==> src/rtl/fetch_unit_if.sv <==
`default_nettype none
// ============================================================================
//  Module      : fetch_unit_if
//  Description : Bundles the instruction-memory read port, the downstream
//                instruction-register handshake and the control-path redirect
//                of the MISC-V fetch stage.
//  Revision    : 1.0  initial release
// ============================================================================
interface fetch_unit_if;
    // Instruction memory read port
    logic        mem_req;
    logic [15:0] mem_addr;
    logic        mem_ready;
    logic [15:0] mem_rdata;

    // Downstream instruction-register handshake
    logic [15:0] instr_out;
    logic [15:0] instr_pc;
    logic        instr_valid;
    logic        instr_ack;

    // Branch / jump redirect from the control path
    logic        redirect;
    logic [15:0] redirect_pc;

    // The fetch stage itself
    modport master (
        output mem_req,
        output mem_addr,
        input  mem_ready,
        input  mem_rdata,
        output instr_out,
        output instr_pc,
        output instr_valid,
        input  instr_ack,
        input  redirect,
        input  redirect_pc
    );

    // Memory, instruction register and control path seen together
    modport slave (
        input  mem_req,
        input  mem_addr,
        output mem_ready,
        output mem_rdata,
        input  instr_out,
        input  instr_pc,
        input  instr_valid,
        output instr_ack,
        output redirect,
        output redirect_pc
    );
endinterface
`default_nettype wire

==> src/rtl/fetch_unit.sv <==
`default_nettype none
// ============================================================================
//  Module      : fetch_unit
//  Description : Instruction-fetch stage. Holds the PC, reads instruction
//                memory over a req/ready handshake and presents each word with
//                its PC to the instruction register under valid/ack.
//                Redirects from the control path win over everything.
//  Revision    : 1.0  initial release
// ============================================================================
module fetch_unit #(
    parameter logic [15:0] RESET_PC = 16'h0000,
    parameter logic [15:0] PC_STEP  = 16'd2
) (
    input  wire           CLK,
    input  wire           reset,
    fetch_unit_if.master  bus
);

    typedef enum logic [1:0] {
        ST_START = 2'd0,
        ST_FETCH = 2'd1,
        ST_HOLD  = 2'd2
    } state_t;

    state_t      r_state;
    logic [15:0] r_pc;
    logic [15:0] r_instr;
    logic [15:0] r_instr_pc;
    logic        r_mem_req;
    logic        r_instr_valid;

    // Next PC after an accepted fetch; wraps modulo 2^16 by construction.
    logic [15:0] w_pc_next;
    assign w_pc_next = r_pc + PC_STEP;

    // State, PC, captured instruction and registered handshake outputs.
    // r_mem_req / r_instr_valid always track the state being entered so they
    // are glitch-free and drop at once on an asynchronous reset.
    always_ff @(posedge CLK or posedge reset) begin
        if (reset) begin
            r_state       <= ST_START;
            r_pc          <= RESET_PC;
            r_instr       <= 16'h0000;
            r_instr_pc    <= 16'h0000;
            r_mem_req     <= 1'b0;
            r_instr_valid <= 1'b0;
        end else if (bus.redirect) begin
            // Redirect discards any same-cycle memory data and any pending
            // instruction; the new target is requested next cycle.
            r_pc          <= bus.redirect_pc;
            r_state       <= ST_FETCH;
            r_mem_req     <= 1'b1;
            r_instr_valid <= 1'b0;
        end else begin
            case (r_state)
                ST_START: begin
                    r_state       <= ST_FETCH;
                    r_mem_req     <= 1'b1;
                    r_instr_valid <= 1'b0;
                end
                ST_FETCH: begin
                    if (bus.mem_ready) begin
                        r_instr       <= bus.mem_rdata;
                        r_instr_pc    <= r_pc;
                        r_pc          <= w_pc_next;
                        r_state       <= ST_HOLD;
                        r_mem_req     <= 1'b0;
                        r_instr_valid <= 1'b1;
                    end
                end
                ST_HOLD: begin
                    if (bus.instr_ack) begin
                        r_state       <= ST_FETCH;
                        r_mem_req     <= 1'b1;
                        r_instr_valid <= 1'b0;
                    end
                end
                default: begin
                    r_state       <= ST_START;
                    r_mem_req     <= 1'b0;
                    r_instr_valid <= 1'b0;
                end
            endcase
        end
    end

    assign bus.mem_req     = r_mem_req;
    assign bus.mem_addr    = r_pc;
    assign bus.instr_out   = r_instr;
    assign bus.instr_pc    = r_instr_pc;
    assign bus.instr_valid = r_instr_valid;

endmodule
`default_nettype wire
==> src/flat_wrapper.sv <==
// flat-port wrapper written by rule: the top's interface ports become plain ports
module fetch_unit_flat 
#(
    parameter logic [15:0] RESET_PC = 16'h0000,
    parameter logic [15:0] PC_STEP  = 16'd2
)
  (CLK, reset, bus_mem_req, bus_mem_addr, bus_mem_ready, bus_mem_rdata, bus_instr_out, bus_instr_pc, bus_instr_valid, bus_instr_ack, bus_redirect, bus_redirect_pc);
  fetch_unit_if bus_i ();
  input  wire CLK;
  input  wire reset;
  output wire logic [$bits(bus_i.mem_req)-1:0] bus_mem_req;
  output wire logic [$bits(bus_i.mem_addr)-1:0] bus_mem_addr;
  input wire logic [$bits(bus_i.mem_ready)-1:0] bus_mem_ready;
  input wire logic [$bits(bus_i.mem_rdata)-1:0] bus_mem_rdata;
  output wire logic [$bits(bus_i.instr_out)-1:0] bus_instr_out;
  output wire logic [$bits(bus_i.instr_pc)-1:0] bus_instr_pc;
  output wire logic [$bits(bus_i.instr_valid)-1:0] bus_instr_valid;
  input wire logic [$bits(bus_i.instr_ack)-1:0] bus_instr_ack;
  input wire logic [$bits(bus_i.redirect)-1:0] bus_redirect;
  input wire logic [$bits(bus_i.redirect_pc)-1:0] bus_redirect_pc;
  assign bus_mem_req = bus_i.mem_req;
  assign bus_mem_addr = bus_i.mem_addr;
  assign bus_i.mem_ready = bus_mem_ready;
  assign bus_i.mem_rdata = bus_mem_rdata;
  assign bus_instr_out = bus_i.instr_out;
  assign bus_instr_pc = bus_i.instr_pc;
  assign bus_instr_valid = bus_i.instr_valid;
  assign bus_i.instr_ack = bus_instr_ack;
  assign bus_i.redirect = bus_redirect;
  assign bus_i.redirect_pc = bus_redirect_pc;
  fetch_unit #(.RESET_PC(RESET_PC), .PC_STEP(PC_STEP)) u_core (.CLK(CLK), .reset(reset), .bus(bus_i));
endmodule
==> config.mk <==
export PLATFORM = sky130hd
export DESIGN_NAME = fetch_unit_flat
export DESIGN_NICKNAME = d
export VERILOG_FILES = /design/src/rtl/fetch_unit_if.sv /design/src/rtl/fetch_unit.sv /design/src/flat_wrapper.sv
export SDC_FILE = /design/constraint.sdc
export NUM_CORES = 1
export LEC_CHECK = 0
export CAP_MARGIN = 0
export CORE_ASPECT_RATIO = 1.75
export CORE_MARGIN = 2
export CORE_UTILIZATION = 30
export DETAILED_ROUTE_END_ITERATION = 8
export SYNTH_ARGS = -nofsm -noshare
export SYNTH_HDL_FRONTEND = slang
export SYNTH_SLANG_ARGS = --single-unit
==> constraint.sdc <==
create_clock -name CLK -period 1.6 [get_ports CLK]
set_input_delay 0.32 -clock CLK [delete_from_list [all_inputs] [get_ports CLK]]
set_output_delay 0.32 -clock CLK [all_outputs]
set_load 0.01 [all_outputs]
==> results of run 1 <==
==> cell usage after synthesis <==
cell type,instances,share of area
xor2_1,4,0.015
nand3_2,1,0.0044
inv_1,7,0.012
mux2_1,1,0.0050
nor2_2,1,0.0028
nand4_4,1,0.0094
nor4_1,1,0.0028
o21ai_0,10,0.022
nand3_1,6,0.013
a21oi_1,2,0.0044
xnor2_1,8,0.031
buf_4,4,0.013
mux2_2,36,0.18
nand2_1,18,0.030
nand3b_2,1,0.0050
mux2i_1,1,0.0044
nor2_1,7,0.012
nand4b_1,1,0.0039
dfrtp_1,51,0.56
nand4_1,2,0.0055
a211o_1,1,0.0039
nor3_1,5,0.011
clkbuf_1,4,0.0066
nor4_2,1,0.0055
a311o_1,1,0.0044
ha_1,1,0.0055
nand4b_4,1,0.010
a21o_1,1,0.0033
o21ai_1,1,0.0022
nor4_4,1,0.0094
==> registers in the layout, summed over array words and instances (netlist names) <==
signal / count
u_core.bus.instr_out: 16
u_core.bus.mem_addr: 16
u_core.r_state: 2
u_core.bus.instr_pc: 16
u_core.bus.instr_valid: 1
==> how the worst min path moves through the flow <==
| stage | start | to | slack (ns) | cells after the start |
|---|---|---|---|---|
| 2_1_floorplan | bus_redirect_pc[14] | u_core.bus.mem_addr[14]$_DFFE_PP0P_ | 0.44 | 2 |
| 3_3_place_gp | u_core.bus.instr_pc[10]$_DFFE_PP0P_ | u_core.bus.instr_pc[10]$_DFFE_PP0P_ | 0.47 | 1 |
| 3_5_place_dp | u_core.bus.instr_pc[10]$_DFFE_PP0P_ | u_core.bus.instr_pc[10]$_DFFE_PP0P_ | 0.47 | 1 |
| 4_1_cts | reset | u_core.bus.instr_out[9]$_DFFE_PP0P_ | 0.41 | 3 |
| 5_1_grt | reset | u_core.bus.instr_out[7]$_DFFE_PP0P_ | 0.43 | 3 |
| 6_report | reset | u_core.bus.instr_out[7]$_DFFE_PP0P_ | 0.40 | 3 |
==> logic make-up (layout without fill, tap and decap cells) <==
group,after synthesis,after routing
adder cells (fa/ha/maj),1,1
AND/OR/NAND/NOR,47,47
XOR/XNOR,12,12
AO/OA/AOI/OAI,16,16
buffers and inverters,15,129
flip-flops,51,51
multiplexers,38,38
==> per-layer routing <==
layer	GRT usage	vias up	wire, um
met5	0	-	0
met4	0.03966	0	73
met3	0.02369	8	197
met2	0.2530	44	3095
met1	0.1705	861	2198
li1	-	851	-
==> where the power goes <==
group	total [uW]	switching [uW]	leakage, uW	internal, uW
Clock	1030	447	0.0000679	579
Combinational	1260	464	0.000854	798
Sequential	1690	143	0.000603	1540
==> stage by stage <==
stage | hold slack (ns) | cells | setup slack, ns | setup TNS, ns
global route | 0.4324 | 382 | -0.03182 | -0.03968
global placement | 0.4668 | 361 | -0.2940 | -11.88
detailed placement | 0.4746 | 361 | -0.3242 | -12.27
finish | 0.3960 | 382 | 0.04644 | 0
CTS | 0.4062 | 376 | 0.0009794 | 0
floorplan | 0.4357 | 180 | 0.02511 | 0
==> what timing repair did <==
action,CTS,global route
hold buffers,0,0
endpoints found under the setup margin,17,9
setup buffers,7,6
pin swaps,0,5
gates resized for setup,13,6
==> cell type report <==
class	count	area share
clock buffers	7	0.03674
repair buffers	114	0.3081
flip-flops and latches	51	0.3563
well taps	88	0.03050
inverters	7	0.007279
multi-input cells	114	0.2596
clock inverters	1	0.001386
==> results.py, run 1 <==
metrics = {
    "sta": {
        "hold_violations": 0,
        "relSlewSlack": 0.7770,
        "tightest_slew_ns": 0.3314,
        "finClkSkew_ns": 0.004537,
        "slew_viol_final": 0,
        "fmax_ghz": 0.6437,
        "fin_crit_ns": 1.554,
        "rsz0062_at_grt": "yes",
        "setup_viol": 0,
        "period_share": 0.9710,
    },
    "synth": {
        "syn_nets": 218,
        "synth_cell_types": 30,
        "seq_area_frac_synth": 0.5632,
        "yosys_register_bits": 51,
        "postSynthCellCount": 180,
        "syn_area_per_cell_um2": 12.59,
        "synth-warning-count": 0,
        "synth.cell_area_um2": 2266,
        "synth_mux_area_frac": 0.1883,
        "synth_top_family_by_area": "multiplexers",
        "synthSimpleGateAreaFrac": 0.1248,
        "synth_compound_area_frac": 0.04031,
        "synthAdderAreaFrac": 0.005522,
        "yosys.area_share.xor_xnor": 0.04638,
    },
    "clocking": {
        "clock-sinks": 51,
        "max-clock-path-buffers": 2,
        "clkTransAtPathRegs_ns": 0.06,
        "root_buffer": "clkbuf_16",
        "cts_inserted_buffers": 5,
        "clk_latency_ns": 0.29,
        "htreeDepth": 2,
        "cts_tree": "built",
    },
    "die": {
        "initial_utilization": 0.3037,
        "io_pins": 87,
        "core_area_um2": 7462,
        "die_h_um": 119.0,
        "rows": 42,
        "die_area_um2": 8292,
        "die_w_um": 69.70,
    },
    "status": {
        "status": "finished clean",
    },
    "cells_and_area": {
        "final_util": 0.4837,
        "num_antenna_cells": 0,
        "final_common_cell": "clkdlybuf4s50_1",
        "multi_input_area_um2": 937.1,
        "stdcell_area_um2": 3610,
        "final_nets": 331,
        "nFillCells": 711,
        "seqCellArea_um2": 1286,
        "area_growth_pct": 59.30,
        "drive_gt1_frac": 0.2993,
        "final_cell_mix": "clkdlybuf4s50_1 (80), dfrtp_1 (43), mux2_2 (36)",
    },
    "routing": {
        "vias_per_cell": 4.618,
        "wirelength_mm": 5.564,
        "ant_nets": 0,
        "wl_per_cell_um": 14.57,
        "first_iter_violations": 68,
        "post-route-drc-count": 0,
        "first_pass_iters": 4,
        "num_vias": 1764,
    },
    "global_route": {
        "grt_overflow_total": 0,
        "track_usage": 0.1403,
        "grt_pass1_vias": 1825,
        "grt_max_degree": 52,
        "antenna_found_initial": 0,
        "grt_pass1_wl_mm": 9.246,
    },
    "setup_path": {
        "ff2ff_setup_slack_ns": 0.08,
        "rr_endpoint": "u_core.bus.mem_addr[11]$_DFFE_PP0P_",
        "crit_fanout": 4,
        "cpPeakStageDelay_ns": 0.55,
        "critical_path_buf_inv_count": 1,
        "start_kind": "flip-flop",
        "cp-endpoint": "bus_mem_addr[15]",
        "cp-startpoint": "u_core.bus.mem_addr[15]$_DFFE_PP0P_",
        "crit_cells": 1,
        "path_delay_family": "buffers and inverters",
        "r2r_cells": 6,
        "worstPathRequired_ns": 1.28,
        "crit_path_top_delay_cell": "clkdlybuf4s50_1",
        "end_kind": "primary output",
        "crit_arrival_ns": 1.23,
        "path_cells": "clkdlybuf4s50_1",
        "path_class": "reg2out",
        "regToRegStartpoint": "u_core.bus.mem_addr[1]$_DFFE_PP0P_",
    },
    "power": {
        "p_leak_uw": 0.001525,
        "power_uw": 3975,
        "p_per_area_nw_per_um2": 1101,
        "max-vdd-ir-drop_mv": 0.5801,
    },
    "run": {
        "maxCapViolations": 0,
    },
    "placed_design": {
        "numPortBuffers": 86,
        "dpl.hpwl_mm": 4.034,
        "gp_congestion": 0.7200,
        "place_area_um2": 3347,
    },
    "min_path": {
        "hp-class": "in2async",
    },
}
Note: power is estimated with default switching activity, not from simulation.
==> run 2: changes to the inputs <==
- SLEW_MARGIN: not set -> 20
- TNS_END_PERCENT: not set -> 50
==> results.py, run 2 (synthesis results as in run 1) <==
metrics = {
    "routing": {
        "post-route-drc-count": 0,
        "wl_per_cell_um": 14.69,
        "first_pass_iters": 4,
        "vias_per_cell": 4.631,
        "wirelength_mm": 5.495,
        "ant_nets": 0,
        "first_iter_violations": 83,
        "num_vias": 1732,
    },
    "setup_path": {
        "crit_path_top_delay_cell": "clkdlybuf4s50_1",
        "crit_arrival_ns": 1.23,
        "path_class": "reg2out",
        "start_kind": "flip-flop",
        "end_kind": "primary output",
        "crit_fanout": 4,
        "cpPeakStageDelay_ns": 0.55,
        "worstPathRequired_ns": 1.28,
        "path_delay_family": "buffers and inverters",
        "critical_path_buf_inv_count": 1,
        "path_cells": "clkdlybuf4s50_1",
    },
    "die": {
        "die_area_um2": 8292,
        "core_area_um2": 7462,
        "die_w_um": 69.70,
        "initial_utilization": 0.3037,
        "die_h_um": 119.0,
        "rows": 42,
        "io_pins": 87,
    },
    "sta": {
        "timing.setup.tns_ns": 0,
        "finClkSkew_ns": 0.004451,
        "slew_viol_final": 0,
        "setup_viol": 0,
        "whs_ns": 0.3964,
        "hold_violations": 0,
        "period_share": 0.9709,
        "rsz0062_at_grt": "yes",
        "fin_crit_ns": 1.553,
        "fmax_ghz": 0.6438,
        "tightest_slew_ns": 0.3312,
        "relSlewSlack": 0.7772,
    },
    "placed_design": {
        "numPortBuffers": 86,
        "place_area_um2": 3347,
        "dpl.hpwl_mm": 4.034,
        "gp_congestion": 0.7200,
        "placed_cells": 361,
    },
    "clocking": {
        "clock-sinks": 51,
        "htreeDepth": 2,
        "cts_inserted_buffers": 5,
        "root_buffer": "clkbuf_16",
        "clk_latency_ns": 0.29,
        "cts_hold_buf": 0,
        "cts_tree": "built",
        "max-clock-path-buffers": 2,
        "clkTransAtPathRegs_ns": 0.06,
    },
    "power": {
        "p_sw_frac": 0.2660,
        "p_int_uw": 2890,
        "p_switching_uw": 1047,
        "p_per_area_nw_per_um2": 1108,
        "p_leak_uw": 0.001524,
        "p_comb_frac": 0.308,
        "pwr-share-seq": 0.432,
        "clockPowerShare": 0.260,
        "max-vdd-ir-drop_mv": 0.5795,
    },
    "cells_and_area": {
        "area_growth_pct": 56.82,
        "stdcell_area_um2": 3553,
        "final_cell_mix": "clkdlybuf4s50_1 (74), dfrtp_1 (43), mux2_2 (36)",
        "final_common_cell": "clkdlybuf4s50_1",
        "stdcell_count": 374,
        "drive_gt1_frac": 0.2797,
        "final_nets": 323,
        "num_antenna_cells": 0,
        "final_util": 0.4762,
    },
    "global_route": {
        "grt_overflow_total": 0,
        "grt_max_degree": 52,
        "grt_pass1_vias": 1804,
        "grt_pass1_wl_mm": 9.170,
        "antenna_found_initial": 0,
        "track_usage": 0.1389,
    },
    "status": {
        "status": "finished clean",
    },
    "run": {
        "maxCapViolations": 0,
    },
    "min_path": {
        "hp-class": "in2async",
    },
}
==> run 2: changes by cell type in the layout (fill, tap and decap cells not counted) <==
cell	delta
buf_4	-8
dlymetal6s2s_1	+3
dlygate4sd2_1	+3
clkdlybuf4s50_1	-6
==> run 2: power by group through the flow <==
stage	Sequential [uW]	Combinational, uW	Clock (uW)
final	1700	1210	1030
after global routing	1740	1300	1110
after detailed placement	1740	1200	0
after global placement	1730	1190	0
after floorplan	1840	356	0
after CTS	1700	1220	1070
==> run 2: area by class of cell <==
cell class                 count  area (um^2)
inverter                       7        26.28
multi-input combinational    114        937.1
fill                         712         3909
timing repair buffer         106         1056
tap                           88        110.1
sequential                    51         1286
clock buffer                   7        132.6
clock inverter                 1        5.005
==> run 2: what timing repair did <==
item / in CTS / in global routing
resized for setup: 16 / 9
setup buffers: 4 / 1
pin swaps: 0 / 5
endpoints found under the setup margin: 17 / 9
==> run 2: layer usage <==
metal | part of all wire | track usage | vias up
li1 | - | - | 835
met1 | 0.39 | 0.1694 | 845
met2 | 0.56 | 0.2494 | 44
met3 | 0.037 | 0.02369 | 8
met4 | 0.013 | 0.03966 | 0
met5 | 0 | 0 | -
==> run 2: path summary, 6_finish.rpt <==
kind	startpoint	endpoint	slack (ns)	cells after the start
min in group CLK	u_core.bus.instr_pc[10]$_DFFE_PP0P_	u_core.bus.instr_pc[10]$_DFFE_PP0P_	0.48	1
max in group asynchronous	reset	u_core.bus.mem_addr[8]$_DFFE_PP0P_	0.95	3
setup / recovery	u_core.bus.mem_addr[15]$_DFFE_PP0P_	bus_mem_addr[15]	0.05	1
setup reg to reg	u_core.bus.mem_addr[1]$_DFFE_PP0P_	u_core.bus.mem_addr[11]$_DFFE_PP0P_	0.08	6
hold reg to reg	u_core.bus.instr_pc[10]$_DFFE_PP0P_	u_core.bus.instr_pc[10]$_DFFE_PP0P_	0.48	1
hold / removal	reset	u_core.bus.instr_out[7]$_DFFE_PP0P_	0.40	3
==> run 2: stage by stage <==
stage	setup slack, ns	power, uW
after floorplan	0.02511	2196
after global placement	-0.2940	2915
after detailed placement	-0.3242	2937
after CTS	0.0009794	3996
after global routing	-0.03188	4150
final	0.04663	3937
==> run 3: changes to the inputs <==
- CAP_MARGIN: 0 -> 20
==> results of run 3 <==
The final DEF is identical to that of run 2; final timing and power are the same.
